--- src/rtl/tomasulo_pkg.sv ---
// tomasulo_pkg: definitions shared by the Tomasulo reservation-station slice.
// Holds default operand/tag/opcode widths, the "no dependency" tag value,
// the per-entry state encoding and the CDB broadcast bundle.
package tomasulo_pkg;

  localparam int TAG_W_DEF  = 3;
  localparam int DATA_W_DEF = 16;
  localparam int OP_W_DEF   = 3;

  // A producer tag of zero means the operand value is already present.
  localparam logic [TAG_W_DEF-1:0] NO_DEP = 3'd0;

  typedef enum logic [1:0] {
    RS_FREE  = 2'd0,
    RS_WAIT  = 2'd1,
    RS_READY = 2'd2,
    RS_SENT  = 2'd3
  } rs_state_e;

  typedef struct packed {
    logic                  valid;
    logic [TAG_W_DEF-1:0]  tag;
    logic [DATA_W_DEF-1:0] data;
  } cdb_t;

endpackage

--- src/rtl/rs_bank_if.sv ---
// rs_bank_if: bundles the reservation-station bus signals.
//   issue_*   : issue request into the station (issue_ready back)
//   cdb_*     : common data bus snoop (tag + result)
//   disp_*    : valid/ready dispatch offer towards the functional unit
//   done_*    : completion confirmation from the functional unit
//   flush     : synchronous clear of every entry
//   busy_count, full : occupancy status
// Modport slave is the station side, master is the issue/FU/CDB side.
interface rs_bank_if
  import tomasulo_pkg::*;
#(
  parameter int DEPTH   = 4,
  parameter int DATA_W  = DATA_W_DEF,
  parameter int TAG_W   = TAG_W_DEF,
  parameter int OP_W    = OP_W_DEF,
  parameter int STAMP_W = 10
) ();
  localparam int CNT_W = $clog2(DEPTH + 1);

  logic               issue_valid;
  logic               issue_ready;
  logic [OP_W-1:0]    issue_op;
  logic [DATA_W-1:0]  issue_vj;
  logic [DATA_W-1:0]  issue_vk;
  logic [TAG_W-1:0]   issue_qj;
  logic [TAG_W-1:0]   issue_qk;
  logic [STAMP_W-1:0] issue_stamp;
  logic               cdb_valid;
  logic [TAG_W-1:0]   cdb_tag;
  logic [DATA_W-1:0]  cdb_data;
  logic               disp_valid;
  logic               disp_ready;
  logic [OP_W-1:0]    disp_op;
  logic [DATA_W-1:0]  disp_vj;
  logic [DATA_W-1:0]  disp_vk;
  logic [TAG_W-1:0]   disp_tag;
  logic [STAMP_W-1:0] disp_stamp;
  logic               done_valid;
  logic [TAG_W-1:0]   done_tag;
  logic               flush;
  logic [CNT_W-1:0]   busy_count;
  logic               full;

  modport slave (
    input  issue_valid, issue_op, issue_vj, issue_vk, issue_qj, issue_qk, issue_stamp,
    input  cdb_valid, cdb_tag, cdb_data, disp_ready, done_valid, done_tag, flush,
    output issue_ready, disp_valid, disp_op, disp_vj, disp_vk, disp_tag, disp_stamp,
    output busy_count, full
  );

  modport master (
    output issue_valid, issue_op, issue_vj, issue_vk, issue_qj, issue_qk, issue_stamp,
    output cdb_valid, cdb_tag, cdb_data, disp_ready, done_valid, done_tag, flush,
    input  issue_ready, disp_valid, disp_op, disp_vj, disp_vk, disp_tag, disp_stamp,
    input  busy_count, full
  );
endinterface

--- src/rtl/rs_entry.sv ---
// rs_entry: one reservation-station slot.
// Holds op/vj/vk/qj/qk/stamp and the FREE/WAIT/READY/SENT state machine,
// captures missing operands from the CDB and frees itself on a matching done.
// Ports: CLK, CLR (async reset), flush, alloc + alloc_* (already bypassed
// issue payload), cdb_*, disp_fire (this entry handshaken), done_*,
// and the registered fields as outputs.
module rs_entry
  import tomasulo_pkg::*;
#(
  parameter int DATA_W    = DATA_W_DEF,
  parameter int TAG_W     = TAG_W_DEF,
  parameter int OP_W      = OP_W_DEF,
  parameter int STAMP_W   = 10,
  parameter int ENTRY_TAG = 1
) (
  input  logic               CLK,
  input  logic               CLR,
  input  logic               flush,
  input  logic               alloc,
  input  logic [OP_W-1:0]    alloc_op,
  input  logic [DATA_W-1:0]  alloc_vj,
  input  logic [DATA_W-1:0]  alloc_vk,
  input  logic [TAG_W-1:0]   alloc_qj,
  input  logic [TAG_W-1:0]   alloc_qk,
  input  logic [STAMP_W-1:0] alloc_stamp,
  input  logic               cdb_valid,
  input  logic [TAG_W-1:0]   cdb_tag,
  input  logic [DATA_W-1:0]  cdb_data,
  input  logic               disp_fire,
  input  logic               done_valid,
  input  logic [TAG_W-1:0]   done_tag,
  output rs_state_e          state,
  output logic [OP_W-1:0]    op,
  output logic [DATA_W-1:0]  vj,
  output logic [DATA_W-1:0]  vk,
  output logic [STAMP_W-1:0] stamp
);
  localparam logic [TAG_W-1:0] MY_TAG = TAG_W'(ENTRY_TAG);
  localparam logic [TAG_W-1:0] NO_TAG = TAG_W'(NO_DEP);

  rs_state_e          state_r, state_s;
  logic [OP_W-1:0]    op_r, op_s;
  logic [DATA_W-1:0]  vj_r, vj_s, vk_r, vk_s;
  logic [TAG_W-1:0]   qj_r, qj_s, qk_r, qk_s;
  logic [STAMP_W-1:0] stamp_r, stamp_s;
  logic               cap_j_s, cap_k_s;

  assign cap_j_s = cdb_valid && (qj_r != NO_TAG) && (cdb_tag == qj_r);
  assign cap_k_s = cdb_valid && (qk_r != NO_TAG) && (cdb_tag == qk_r);

  // Next-state and next-field logic; flush overrides any same-cycle event.
  always_comb begin
    state_s = state_r;
    op_s    = op_r;
    vj_s    = vj_r;
    vk_s    = vk_r;
    qj_s    = qj_r;
    qk_s    = qk_r;
    stamp_s = stamp_r;
    if (flush) begin
      state_s = RS_FREE;
      op_s    = '0;
      vj_s    = '0;
      vk_s    = '0;
      qj_s    = '0;
      qk_s    = '0;
      stamp_s = '0;
    end else begin
      case (state_r)
        RS_FREE: begin
          if (alloc) begin
            op_s    = alloc_op;
            vj_s    = alloc_vj;
            vk_s    = alloc_vk;
            qj_s    = alloc_qj;
            qk_s    = alloc_qk;
            stamp_s = alloc_stamp;
            if ((alloc_qj == NO_TAG) && (alloc_qk == NO_TAG)) state_s = RS_READY;
            else state_s = RS_WAIT;
          end else begin
            state_s = RS_FREE;
          end
        end
        RS_WAIT: begin
          // Both operands may be waiting on the same producer.
          if (cap_j_s) begin
            vj_s = cdb_data;
            qj_s = NO_TAG;
          end else begin
            vj_s = vj_r;
          end
          if (cap_k_s) begin
            vk_s = cdb_data;
            qk_s = NO_TAG;
          end else begin
            vk_s = vk_r;
          end
          if ((qj_s == NO_TAG) && (qk_s == NO_TAG)) state_s = RS_READY;
          else state_s = RS_WAIT;
        end
        RS_READY: begin
          if (disp_fire) state_s = RS_SENT;
          else state_s = RS_READY;
        end
        RS_SENT: begin
          if (done_valid && (done_tag == MY_TAG)) state_s = RS_FREE;
          else state_s = RS_SENT;
        end
        default: state_s = RS_FREE;
      endcase
    end
  end

  // Entry state and field registers.
  always_ff @(posedge CLK or posedge CLR) begin
    if (CLR) begin
      state_r <= RS_FREE;
      op_r    <= '0;
      vj_r    <= '0;
      vk_r    <= '0;
      qj_r    <= '0;
      qk_r    <= '0;
      stamp_r <= '0;
    end else begin
      state_r <= state_s;
      op_r    <= op_s;
      vj_r    <= vj_s;
      vk_r    <= vk_s;
      qj_r    <= qj_s;
      qk_r    <= qk_s;
      stamp_r <= stamp_s;
    end
  end

  assign state = state_r;
  assign op    = op_r;
  assign vj    = vj_r;
  assign vk    = vk_r;
  assign stamp = stamp_r;
endmodule

--- src/rtl/rs_bank.sv ---
// rs_bank: multi-entry reservation station.
// Allocates the lowest FREE entry on issue (with same-cycle CDB bypass),
// orders entries with an age matrix, offers the oldest READY entry on the
// dispatch handshake (frozen while stalled), and frees entries on done.
// Ports: CLK, CLR (async active-high reset), bus (rs_bank_if.slave).
module rs_bank
  import tomasulo_pkg::*;
#(
  parameter int DEPTH    = 4,
  parameter int DATA_W   = DATA_W_DEF,
  parameter int TAG_W    = TAG_W_DEF,
  parameter int OP_W     = OP_W_DEF,
  parameter int STAMP_W  = 10,
  parameter int BASE_TAG = 1
) (
  input logic     CLK,
  input logic     CLR,
  rs_bank_if.slave bus
);
  localparam int IDX_W = (DEPTH > 1) ? $clog2(DEPTH) : 1;
  localparam int CNT_W = $clog2(DEPTH + 1);
  localparam logic [TAG_W-1:0] NO_TAG = TAG_W'(NO_DEP);

  if ((BASE_TAG < 1) || ((BASE_TAG + DEPTH - 1) >= (1 << TAG_W))) begin : g_bad_base_tag
    $error("rs_bank: BASE_TAG..BASE_TAG+DEPTH-1 must lie in 1..2^TAG_W-1");
  end

  rs_state_e          ent_state_s [DEPTH];
  logic [OP_W-1:0]    ent_op_s    [DEPTH];
  logic [DATA_W-1:0]  ent_vj_s    [DEPTH];
  logic [DATA_W-1:0]  ent_vk_s    [DEPTH];
  logic [STAMP_W-1:0] ent_stamp_s [DEPTH];
  logic [DEPTH-1:0]   age_r       [DEPTH];  // age_r[i][j]: entry i is older than j

  logic [DEPTH-1:0]  free_s, ready_s, done_hit_s, alloc_vec_s, disp_vec_s, oldest_s;
  logic [IDX_W-1:0]  alloc_idx_s, oldest_idx_s, sel_idx_s, lock_idx_r;
  logic              lock_r, any_ready_s, issue_fire_s, disp_fire_s;
  logic              byp_j_s, byp_k_s;
  logic [TAG_W-1:0]  eff_qj_s, eff_qk_s;
  logic [DATA_W-1:0] eff_vj_s, eff_vk_s;
  logic [CNT_W-1:0]  busy_s;

  // Issue-time bypass: a producer broadcasting now is not waited for.
  assign byp_j_s  = bus.cdb_valid && (bus.issue_qj != NO_TAG) && (bus.cdb_tag == bus.issue_qj);
  assign byp_k_s  = bus.cdb_valid && (bus.issue_qk != NO_TAG) && (bus.cdb_tag == bus.issue_qk);
  assign eff_qj_s = byp_j_s ? NO_TAG : bus.issue_qj;
  assign eff_qk_s = byp_k_s ? NO_TAG : bus.issue_qk;
  assign eff_vj_s = byp_j_s ? bus.cdb_data : bus.issue_vj;
  assign eff_vk_s = byp_k_s ? bus.cdb_data : bus.issue_vk;

  assign issue_fire_s = bus.issue_valid && (|free_s);
  assign any_ready_s  = |ready_s;
  assign sel_idx_s    = lock_r ? lock_idx_r : oldest_idx_s;
  assign disp_fire_s  = any_ready_s && bus.disp_ready;

  for (genvar g = 0; g < DEPTH; g++) begin : g_ent
    assign free_s[g]      = (ent_state_s[g] == RS_FREE);
    assign ready_s[g]     = (ent_state_s[g] == RS_READY);
    assign done_hit_s[g]  = bus.done_valid && (ent_state_s[g] == RS_SENT) &&
                            (bus.done_tag == TAG_W'(BASE_TAG + g));
    assign alloc_vec_s[g] = issue_fire_s && (alloc_idx_s == IDX_W'(g));
    assign disp_vec_s[g]  = disp_fire_s && (sel_idx_s == IDX_W'(g));

    rs_entry #(
      .DATA_W(DATA_W), .TAG_W(TAG_W), .OP_W(OP_W), .STAMP_W(STAMP_W),
      .ENTRY_TAG(BASE_TAG + g)
    ) u_entry (
      .CLK(CLK), .CLR(CLR), .flush(bus.flush),
      .alloc(alloc_vec_s[g]), .alloc_op(bus.issue_op),
      .alloc_vj(eff_vj_s), .alloc_vk(eff_vk_s),
      .alloc_qj(eff_qj_s), .alloc_qk(eff_qk_s), .alloc_stamp(bus.issue_stamp),
      .cdb_valid(bus.cdb_valid), .cdb_tag(bus.cdb_tag), .cdb_data(bus.cdb_data),
      .disp_fire(disp_vec_s[g]), .done_valid(bus.done_valid), .done_tag(bus.done_tag),
      .state(ent_state_s[g]), .op(ent_op_s[g]), .vj(ent_vj_s[g]), .vk(ent_vk_s[g]),
      .stamp(ent_stamp_s[g])
    );
  end

  // Lowest-index FREE entry (scan downwards so the lowest match wins).
  always_comb begin
    alloc_idx_s = '0;
    for (int i = DEPTH - 1; i >= 0; i--) begin
      if (free_s[i]) alloc_idx_s = IDX_W'(i);
      else alloc_idx_s = alloc_idx_s;
    end
  end

  // Oldest READY entry: no other READY entry is older than it.
  always_comb begin
    oldest_s     = ready_s;
    oldest_idx_s = '0;
    for (int i = 0; i < DEPTH; i++) begin
      for (int j = 0; j < DEPTH; j++) begin
        if ((j != i) && ready_s[j] && age_r[j][i]) oldest_s[i] = 1'b0;
        else oldest_s[i] = oldest_s[i];
      end
    end
    for (int i = DEPTH - 1; i >= 0; i--) begin
      if (oldest_s[i]) oldest_idx_s = IDX_W'(i);
      else oldest_idx_s = oldest_idx_s;
    end
  end

  // Age matrix: a newly allocated entry is younger than every occupied one;
  // a freed entry drops out of both its row and column.
  always_ff @(posedge CLK or posedge CLR) begin
    if (CLR) begin
      for (int i = 0; i < DEPTH; i++) age_r[i] <= '0;
    end else if (bus.flush) begin
      for (int i = 0; i < DEPTH; i++) age_r[i] <= '0;
    end else begin
      for (int i = 0; i < DEPTH; i++) begin
        for (int j = 0; j < DEPTH; j++) begin
          if (done_hit_s[i] || done_hit_s[j]) age_r[i][j] <= 1'b0;
          else if (alloc_vec_s[j] && !free_s[i]) age_r[i][j] <= 1'b1;
          else if (alloc_vec_s[i]) age_r[i][j] <= 1'b0;
        end
      end
    end
  end

  // Dispatch lock: a stalled offer keeps its entry until accepted.
  always_ff @(posedge CLK or posedge CLR) begin
    if (CLR) begin
      lock_r     <= 1'b0;
      lock_idx_r <= '0;
    end else if (bus.flush) begin
      lock_r     <= 1'b0;
      lock_idx_r <= '0;
    end else if (any_ready_s && !bus.disp_ready) begin
      lock_r     <= 1'b1;
      lock_idx_r <= sel_idx_s;
    end else begin
      lock_r     <= 1'b0;
    end
  end

  // Dispatch payload mux; all zero when nothing is offered.
  always_comb begin
    bus.disp_valid = any_ready_s;
    bus.disp_op    = '0;
    bus.disp_vj    = '0;
    bus.disp_vk    = '0;
    bus.disp_tag   = '0;
    bus.disp_stamp = '0;
    if (any_ready_s) begin
      bus.disp_op    = ent_op_s[sel_idx_s];
      bus.disp_vj    = ent_vj_s[sel_idx_s];
      bus.disp_vk    = ent_vk_s[sel_idx_s];
      bus.disp_tag   = TAG_W'(BASE_TAG) + TAG_W'(sel_idx_s);
      bus.disp_stamp = ent_stamp_s[sel_idx_s];
    end else begin
      bus.disp_op    = '0;
    end
  end

  // Occupancy count from registered entry state.
  always_comb begin
    busy_s = '0;
    for (int i = 0; i < DEPTH; i++) busy_s = busy_s + CNT_W'(!free_s[i]);
  end

  assign bus.busy_count  = busy_s;
  assign bus.full        = (busy_s == CNT_W'(DEPTH));
  assign bus.issue_ready = |free_s;
endmodule
--- src/flat_wrapper.sv ---
// flat-port wrapper written by rule: the top's interface ports become plain ports
module rs_bank_flat import tomasulo_pkg::*;
#(
  parameter int DEPTH    = 4,
  parameter int DATA_W   = DATA_W_DEF,
  parameter int TAG_W    = TAG_W_DEF,
  parameter int OP_W     = OP_W_DEF,
  parameter int STAMP_W  = 10,
  parameter int BASE_TAG = 1
)
  (CLK, CLR, bus_issue_valid, bus_issue_op, bus_issue_vj, bus_issue_vk, bus_issue_qj, bus_issue_qk, bus_issue_stamp, bus_cdb_valid, bus_cdb_tag, bus_cdb_data, bus_disp_ready, bus_done_valid, bus_done_tag, bus_flush, bus_issue_ready, bus_disp_valid, bus_disp_op, bus_disp_vj, bus_disp_vk, bus_disp_tag, bus_disp_stamp, bus_busy_count, bus_full);
  rs_bank_if #(.DEPTH(DEPTH), .DATA_W(DATA_W), .TAG_W(TAG_W), .OP_W(OP_W), .STAMP_W(STAMP_W)) bus_i ();
  input logic CLK;
  input logic CLR;
  input wire logic [$bits(bus_i.issue_valid)-1:0] bus_issue_valid;
  input wire logic [$bits(bus_i.issue_op)-1:0] bus_issue_op;
  input wire logic [$bits(bus_i.issue_vj)-1:0] bus_issue_vj;
  input wire logic [$bits(bus_i.issue_vk)-1:0] bus_issue_vk;
  input wire logic [$bits(bus_i.issue_qj)-1:0] bus_issue_qj;
  input wire logic [$bits(bus_i.issue_qk)-1:0] bus_issue_qk;
  input wire logic [$bits(bus_i.issue_stamp)-1:0] bus_issue_stamp;
  input wire logic [$bits(bus_i.cdb_valid)-1:0] bus_cdb_valid;
  input wire logic [$bits(bus_i.cdb_tag)-1:0] bus_cdb_tag;
  input wire logic [$bits(bus_i.cdb_data)-1:0] bus_cdb_data;
  input wire logic [$bits(bus_i.disp_ready)-1:0] bus_disp_ready;
  input wire logic [$bits(bus_i.done_valid)-1:0] bus_done_valid;
  input wire logic [$bits(bus_i.done_tag)-1:0] bus_done_tag;
  input wire logic [$bits(bus_i.flush)-1:0] bus_flush;
  output wire logic [$bits(bus_i.issue_ready)-1:0] bus_issue_ready;
  output wire logic [$bits(bus_i.disp_valid)-1:0] bus_disp_valid;
  output wire logic [$bits(bus_i.disp_op)-1:0] bus_disp_op;
  output wire logic [$bits(bus_i.disp_vj)-1:0] bus_disp_vj;
  output wire logic [$bits(bus_i.disp_vk)-1:0] bus_disp_vk;
  output wire logic [$bits(bus_i.disp_tag)-1:0] bus_disp_tag;
  output wire logic [$bits(bus_i.disp_stamp)-1:0] bus_disp_stamp;
  output wire logic [$bits(bus_i.busy_count)-1:0] bus_busy_count;
  output wire logic [$bits(bus_i.full)-1:0] bus_full;
  assign bus_i.issue_valid = bus_issue_valid;
  assign bus_i.issue_op = bus_issue_op;
  assign bus_i.issue_vj = bus_issue_vj;
  assign bus_i.issue_vk = bus_issue_vk;
  assign bus_i.issue_qj = bus_issue_qj;
  assign bus_i.issue_qk = bus_issue_qk;
  assign bus_i.issue_stamp = bus_issue_stamp;
  assign bus_i.cdb_valid = bus_cdb_valid;
  assign bus_i.cdb_tag = bus_cdb_tag;
  assign bus_i.cdb_data = bus_cdb_data;
  assign bus_i.disp_ready = bus_disp_ready;
  assign bus_i.done_valid = bus_done_valid;
  assign bus_i.done_tag = bus_done_tag;
  assign bus_i.flush = bus_flush;
  assign bus_issue_ready = bus_i.issue_ready;
  assign bus_disp_valid = bus_i.disp_valid;
  assign bus_disp_op = bus_i.disp_op;
  assign bus_disp_vj = bus_i.disp_vj;
  assign bus_disp_vk = bus_i.disp_vk;
  assign bus_disp_tag = bus_i.disp_tag;
  assign bus_disp_stamp = bus_i.disp_stamp;
  assign bus_busy_count = bus_i.busy_count;
  assign bus_full = bus_i.full;
  rs_bank #(.DEPTH(DEPTH), .DATA_W(DATA_W), .TAG_W(TAG_W), .OP_W(OP_W), .STAMP_W(STAMP_W), .BASE_TAG(BASE_TAG)) u_core (.CLK(CLK), .CLR(CLR), .bus(bus_i));
endmodule
--- config.mk ---
export PLATFORM = sky130hd
export DESIGN_NAME = rs_bank_flat
export DESIGN_NICKNAME = d
export VERILOG_FILES = /design/src/rtl/tomasulo_pkg.sv /design/src/rtl/rs_bank_if.sv /design/src/rtl/rs_entry.sv /design/src/rtl/rs_bank.sv /design/src/flat_wrapper.sv
export SDC_FILE = /design/constraint.sdc
export NUM_CORES = 1
export LEC_CHECK = 0
export ABC_AREA = 0
export BUFFER_PORTS_ARGS = -buffer_cell sky130_fd_sc_hd__buf_4
export CAP_MARGIN = 20
export CORE_MARGIN = 2
export CORE_UTILIZATION = 55
export CTS_CLUSTER_SIZE = 28
export DETAILED_ROUTE_END_ITERATION = 10
export PLACE_DENSITY = 0.77
export SETUP_SLACK_MARGIN = 0.1
export SYNTH_ARGS = -nofsm -noshare
export SYNTH_HDL_FRONTEND = slang
export SYNTH_SLANG_ARGS = --single-unit
--- constraint.sdc ---
create_clock -name CLK -period 6.44 [get_ports CLK]
set_input_delay 0.322 -clock CLK [delete_from_list [all_inputs] [get_ports CLK]]
set_output_delay 0.322 -clock CLK [all_outputs]
set_load 0.05 [all_outputs]
; After elaboration in Yosys (flattened, before gate mapping)
; Cells that the tools add are included.
[op_classes]
addsub = 4
mul = 0
div = 0
n_lt_le_gt_ge = 1
eq_ne = 45
n_shift = 0
n_mux = 212
bitwise_logic = 1
n_reduce_logical = 156
[op_table]
columns = cell, count
row1 = 2-to-1 mux 16 bit, 33
row2 = one-hot mux 16 bit (2 select lines), 8
row3 = 2-to-1 mux 3 bit, 58
row4 = 2-to-1 mux 10 bit, 15
row5 = logical AND 1 bit, 76
row6 = binary-select mux 16 bit (select 2 bit), 2
row7 = 2-to-1 mux 2 bit, 28
row8 = 2-to-1 mux 1 bit, 54
row9 = one-hot mux 3 bit (2 select lines), 8
row10 = nonzero test 4 bit, 12
row11 = nonzero test 3 bit, 14
row12 = "!= test 3 bit, second input constant", 12
row13 = one-hot mux 2 bit (4 select lines), 4
row14 = equality test 3 bit, 10
row15 = zero test 3 bit, 10
row16 = "equality test 2 bit, second input constant", 12
row17 = AND reduction 3 bit, 8
row18 = binary-select mux 10 bit (select 2 bit), 1
row19 = nonzero test 2 bit, 9
row20 = AND reduction 2 bit, 8
row21 = "equality test 2 x 1 -> 1 bit, second input constant", 6
row22 = zero test 2 bit, 6
row23 = OR reduction 4 bit, 2
row24 = adder 3 x 1 -> 3 bit, 2
row25 = other kinds (10), 21
[totals]
register_bits = 227
latch_bits = 0
mem_bits_rw = 0
rom_bits = 0
elab_cells = 461
mem_count = 0

; Depth between registers and ports, before layout
[logic_depth]
word_depth = 15
depth_mapped = 15
mapped_depth_nobuf = 11

; Modules after synthesis
; From an unflattened synthesis, not the netlist that was laid out.
[hier_totals]
hier_cells = 1985
hier_area_um2 = 17192.7
[modules_own_cells]
columns = mod, n_inst, cells_per_inst, area_each_um2
row1 = rs_entry (u_core.g_ent[0].u_entry ...), 3, 323, 3086.7
row2 = rs_bank, 1, 697, 4844.6
row3 = rs_entry (u_core.g_ent[2].u_entry), 1, 319, 3088.0

; Worst setup path after synthesis
; OpenSTA, ideal clock, no wires.
[synth_path]
kind = reg-to-output
from = register u_core.g_ent[0].u_entry.state_r[1]
to = output port bus_full
arrival_ps = 3313
required_ps = 6118
path_slack_ps = 2805
stages_incl_launch_ff = 8
path_buffers = 1
cell_sequence = dfrtp_1 -> buf_2 -> nor2_1 -> inv_1 -> ha_1 -> fa_1 -> ha_1 -> nor3b_1
[synth_between]
elab_chain_len = 6
[synth_lines]
columns = element, line
row1 = from (decl), rs_entry.sv:41  ; rs_state_e state_r, state_s;
row2 = from (signal assigned), rs_entry.sv:125  ; state_r <= state_s;
row3 = zero test 2 bit, rs_bank.sv:57  ; assign free_s[g] = (ent_state_s[g] == RS_FREE);
row4 = zero test 1 bit, rs_bank.sv:160  ; for (int i = 0; i < DEPTH; i++) busy_s = busy_s + CNT_W'(!free_s[i]);
row5 = adder 1 x 1 -> 2 bit, rs_bank.sv:160
row6 = adder 3 x 1 -> 3 bit (2 in series), rs_bank.sv:160
row7 = net bus_busy_count[1], flat_wrapper.sv:36  ; output wire logic [$bits(bus_i.busy_count)-1:0] bus_busy_count;
row8 = equality test 3 bit, rs_bank.sv:164  ; assign bus.full = (busy_s == CNT_W'(DEPTH));
row9 = to (decl), flat_wrapper.sv:37  ; output wire logic [$bits(bus_i.full)-1:0] bus_full;
; The timed path passes the listed nets, and every way through them passes these cells.

; Final worst setup path
[layout_path]
from = register u_core.g_ent[2].u_entry.state_r[0]
to = output port bus_disp_vk[4]
[layout_between]
elab_chain_len = 13
elab_cells_between_ends = 23
cone_classes = eq/ne (1) / mux (17) / bitwise (1) / reduce/logical (4)
[layout_lines]
columns = element, line
row1 = from (decl), rs_entry.sv:41
row2 = from (signal assigned), rs_entry.sv:125
row3 = equality test 2 bit (*), rs_bank.sv:58  ; assign ready_s[g] = (ent_state_s[g] == RS_READY);
row4 = 2-to-1 mux 1 bit or logical AND 1 bit (tied branches), rs_bank.sv:94  ; if ((j != i) && ready_s[j] && age_r[j][i]) oldest_s[i] = 1'b0;
row5 = 2-to-1 mux 1 bit, rs_bank.sv:94
row6 = 2-to-1 mux 1 bit or 2-to-1 mux 2 bit (tied branches), "rs_bank.sv:94, rs_bank.sv:99"
row7 = 2-to-1 mux 2 bit (3 in series), rs_bank.sv:99  ; if (oldest_s[i]) oldest_idx_s = IDX_W'(i);
row8 = 2-to-1 mux 2 bit, rs_bank.sv:53  ; assign sel_idx_s = lock_r ? lock_idx_r : oldest_idx_s;
row9 = inverter 2 -> 3 bit (not written as such), rs_bank.sv:149  ; bus.disp_vk = ent_vk_s[sel_idx_s];
row10 = binary-select mux 16 bit (select 2 bit), rs_bank.sv:149
row11 = 2-to-1 mux 16 bit (not written as such) (2 in series), rs_bank.sv:149
row12 = 2-to-1 mux 16 bit (*), rs_bank.sv:146  ; if (any_ready_s) begin
row13 = to (decl), flat_wrapper.sv:33  ; output wire logic [$bits(bus_i.disp_vk)-1:0] bus_disp_vk;
; Mark *: on every way between the ends. The rest lies on a longest branch, timed or not. The select of a mux whose other input is x is not followed.

==> flow_summary.rst <==
.. list-table::
   :header-rows: 1

   * - Metric
     - Value
   * - Run status
     - finished clean
   * - Clock buffer depth
     - 3
   * - Grt ovf
     - 0
   * - Number of cells traversed by the worst register-to-register path
     - 5
   * - Number of setup violations in the final report
     - 0
   * - Synthesized area per cell
     - just under 9 um^2
   * - Via count
     - approximately 14000
   * - Boundary pin count
     - ~130
   * - Final critical-path required period
     - around 4.1 ns
   * - Post-DR wirelength/cell
     - between 20 and 25 um
   * - Fill cell instance count of the final layout
     - 2323
   * - Cells after Synth
     - roughly 1700
   * - Clock latency on the worst-skew pair
     - approximately 0.56 ns
   * - Met3 routing resource usage after global routing
     - under 10%
   * - Relative area change from synthesis to final layout
     - 11.4%
   * - Y dimension of the die
     - approximately 170 um
   * - Worst vdd ir
     - ~0.49 mV
   * - Horiz. Die Dim
     - ~170 um
   * - CTS buffer count
     - 27
   * - Count of buffers added by post-CTS timing repair for setup
     - 0
   * - DR DRC count
     - 0
   * - Site Rows
     - 60
   * - Critical path capture point type
     - primary output
   * - Most used routing layer in global routing
     - met2
   * - PD cells
     - around 380 nW/um^2
   * - Async set-or-reset flop fraction in the synthesized netlist
     - between 90% and 100%
   * - Worst-case headroom to the max-slew limit
     - about a quarter
   * - Startpoint-to-endpoint class of the critical path
     - reg -> out
   * - Depth of the CTS H-tree
     - 1
   * - Number of resized instances in the post-cts repair step
     - 0
   * - Area contributors post-synth
     - dfrtp_1, mux2i_1, nand2_1
   * - Synth top area share
     - between 30% and 40%
   * - Post-route ant nets
     - 0
   * - Final worst hold slack
     - ~0.039 ns
   * - 1st-iter DRT viols
     - between 1500 and 2000
   * - EDFF count, synth
     - 0
   * - Number of detailed-routing iterations run before antenna repair
     - 6
   * - Register bit total from synthesis
     - approximately 230
   * - Initial antenna violation count
     - 0
   * - Number of library cell types mapped by synthesis
     - between 80 and 90
   * - Share of synthesized area occupied by flip-flops and latches
     - a little under two fifths
   * - Worst Path Max Fanout
     - between 60 and 70
   * - Initial cell density of the core
     - a little under three fifths
   * - Ratio of routed vias to standard cells
     - 6.94
   * - LEAKAGE
     - approximately 6.6 nW
   * - Hold-critical path depth
     - 3
   * - Antenna fix cells
     - 0
   * - TritonCTS clock tree
     - done
   * - Global-route wire length before repair
     - approximately 76000 um
   * - Post-CTS Hold Buffers
     - 2
   * - Total of warnings raised by yosys
     - 0
   * - Total number of nets in the final design
     - between 1500 and 2000
   * - Clock-pin slew on the worst setup and hold paths
     - about 0.06 ns
   * - Worst min path class
     - in -> reg
   * - Transition time at the pin with the least slew margin
     - approximately 1.1 ns
   * - Count of maximum capacitance violations
     - 0
   * - Post-Route WL
     - ~47000 um
   * - Synth top cells by count
     - nand2_1, dfrtp_1, mux2i_1
   * - Ratio of cells with drive above 1 in the final layout
     - ~16%
   * - Setup TNS after final layout
     - 0 ns
   * - Clock Skews
     - 0.0251 ns
   * - Most used DFF post-synth
     - dfrtp_1
   * - Crit path required time
     - just over 6 ns
   * - Largest net degree at the start of global routing
     - 140
   * - Area of the die
     - ~29000 um^2
   * - Post-synthesis net count
     - around 1800
   * - Highest clock rate
     - roughly 0.24 GHz
   * - Overall track demand over capacity in global routing
     - between 30 and 40%
   * - Clock Sinks
     - ~230
   * - RePlAce Congestion
     - about 0.9
   * - Type of origin of the critical path
     - register
   * - Fin crit share
     - 64.2%
   * - Library cell with the highest instance count after synthesis
     - nand2_1
   * - Max Slew Vio Count
     - 0
   * - Root Driver
     - clkbuf_16
   * - Setup repair after global routing missed its margin
     - false
   * - Met2 usage in global routing
     - 51.9%
   * - I/O Buffers
     - about 130
   * - Area of the core
     - roughly 27000 um^2
   * - CP Data Arrival Time
     - 3.81 ns
   * - Hold Fails Final Rpt
     - 0
   * - GR Util met1
     - around 43%
   * - Post-synth design cell area
     - 15000 um^2
   * - DP Wirelength
     - about 29000 um
   * - Library cell with the largest summed area after synthesis
     - dfrtp_1
   * - Vias in the first global route
     - between 10000 and 15000
==> metrics by stage <==
step | util, % | instance area, um^2 | cells | worst slack [ns] | total power [W]
5_1_grt | 62.2 | 16700 | 2036 | 2.10 | 0.00670
4_1_cts | 62.2 | 16700 | 2035 | 2.34 | 0.00636
6_report | 62.2 | 16700 | 2036 | 2.31 | 0.00641
2_1_floorplan | - | 15000 | 1677 | 2.80 | 0.00400
3_5_place_dp | 58.5 | 15700 | 1983 | 2.87 | 0.00471
3_3_place_gp | 58.5 | 15700 | 1983 | 3.00 | 0.00464
==> state kept, by name (all words and copies together) (netlist names) <==
signal / flops
u_core.g_ent.u_entry.vj: 64
u_core.g_ent.u_entry.vk: 64
u_core.g_ent.u_entry.stamp: 40
u_core.age_r: 12
u_core.g_ent.u_entry.op: 12
u_core.g_ent.u_entry.qj_r: 12
u_core.g_ent.u_entry.qk_r: 12
u_core.g_ent.u_entry.state: 8
u_core.lock_idx_r: 2
u_core.lock_r: 1
==> power breakdown <==
group / internal (W) / total [W] / leakage [nW] / switching (W)
clock: 0.00101 / 0.00165 / 0.476 / 0.000632
sequential: 0.00165 / 0.00185 / 3.06 / 0.000201
combinational: 0.000930 / 0.00292 / 3.08 / 0.00199
==> cells in the final DEF (no fill, tap or decap), types with 7 or more instances in the layout <==
cell type and count:
or2_1 8, nor2_1 31, nand3_1 104, a32o_1 12, ha_1 7, o2111ai_1 92, a22o_1 45, o21ai_0 109
nand3b_1 10, clkbuf_8 7, o211ai_1 90, clkbuf_16 27, a21oi_1 72, buf_4 156, o21ai_1 78, xnor2_1 20
dfrtp_1 227, o2bb2ai_1 36, nand2_1 245, mux2i_1 128, inv_1 11, mux2_2 16
==> critical path: stages, from the launching register on <==
cell and delay [ns]:
dfrtp_1 0.53, nand2b_1 0.28, nor4_4 0.56, o211a_4 0.79
buf_4 0.43, o211ai_1 0.15, a22o_1 0.26, buf_4 0.19
==> final timing paths <==
path	start	end	slack, ns
max reg2reg	u_core.g_ent[0].u_entry.state[0]	u_core.g_ent[3].u_entry.vj[15]	2.78
min in group asynchronous	CLR	u_core.g_ent[0].u_entry.vj[7]	0.49
max	u_core.g_ent[2].u_entry.state[0]	bus_disp_vk[4]	2.31
max in group asynchronous	CLR	u_core.g_ent[0].u_entry.state[0]	4.65
min reg2reg	u_core.g_ent[3].u_entry.vj[7]	u_core.g_ent[3].u_entry.vj[7]	0.48
min	bus_issue_stamp[9]	u_core.g_ent[2].u_entry.stamp[9]	0.04
==> kinds of logic (layout without fill, tap and decap cells) <==
group | Yosys count | count (layout) | share of synthesized area, %
fa+ha+maj | 8 | 8 | 0.717
xor+xnor | 24 | 24 | 1.55
buf+inv | 208 | 226 | 6.76
compound gates | 602 | 602 | 28.8
mux | 144 | 144 | 9.74
simple gates | 464 | 464 | 14.6
flops | 227 | 227 | 37.8
==> cell type report <==
class                      count  area, um^2  share of cell area (%)
timing repair buffer         160        1230                    7.33
multi-input combinational   1242        8370                    50.0
sequential                   227        5680                    34.0
tap                          341         427                    2.55
inverter                      16        63.8                   0.382
clock inverter                10         165                   0.988
clock buffer                  40         795                    4.75
==> routing by layer <==
layer / part of all wire [%] / wire (um)
met1: 41 / 19300
met2: 46 / 21700
met3: 8.2 / 3910
met4: 5.1 / 2430
met5: 0 / 0
Power figures use the tool's default switching activity.
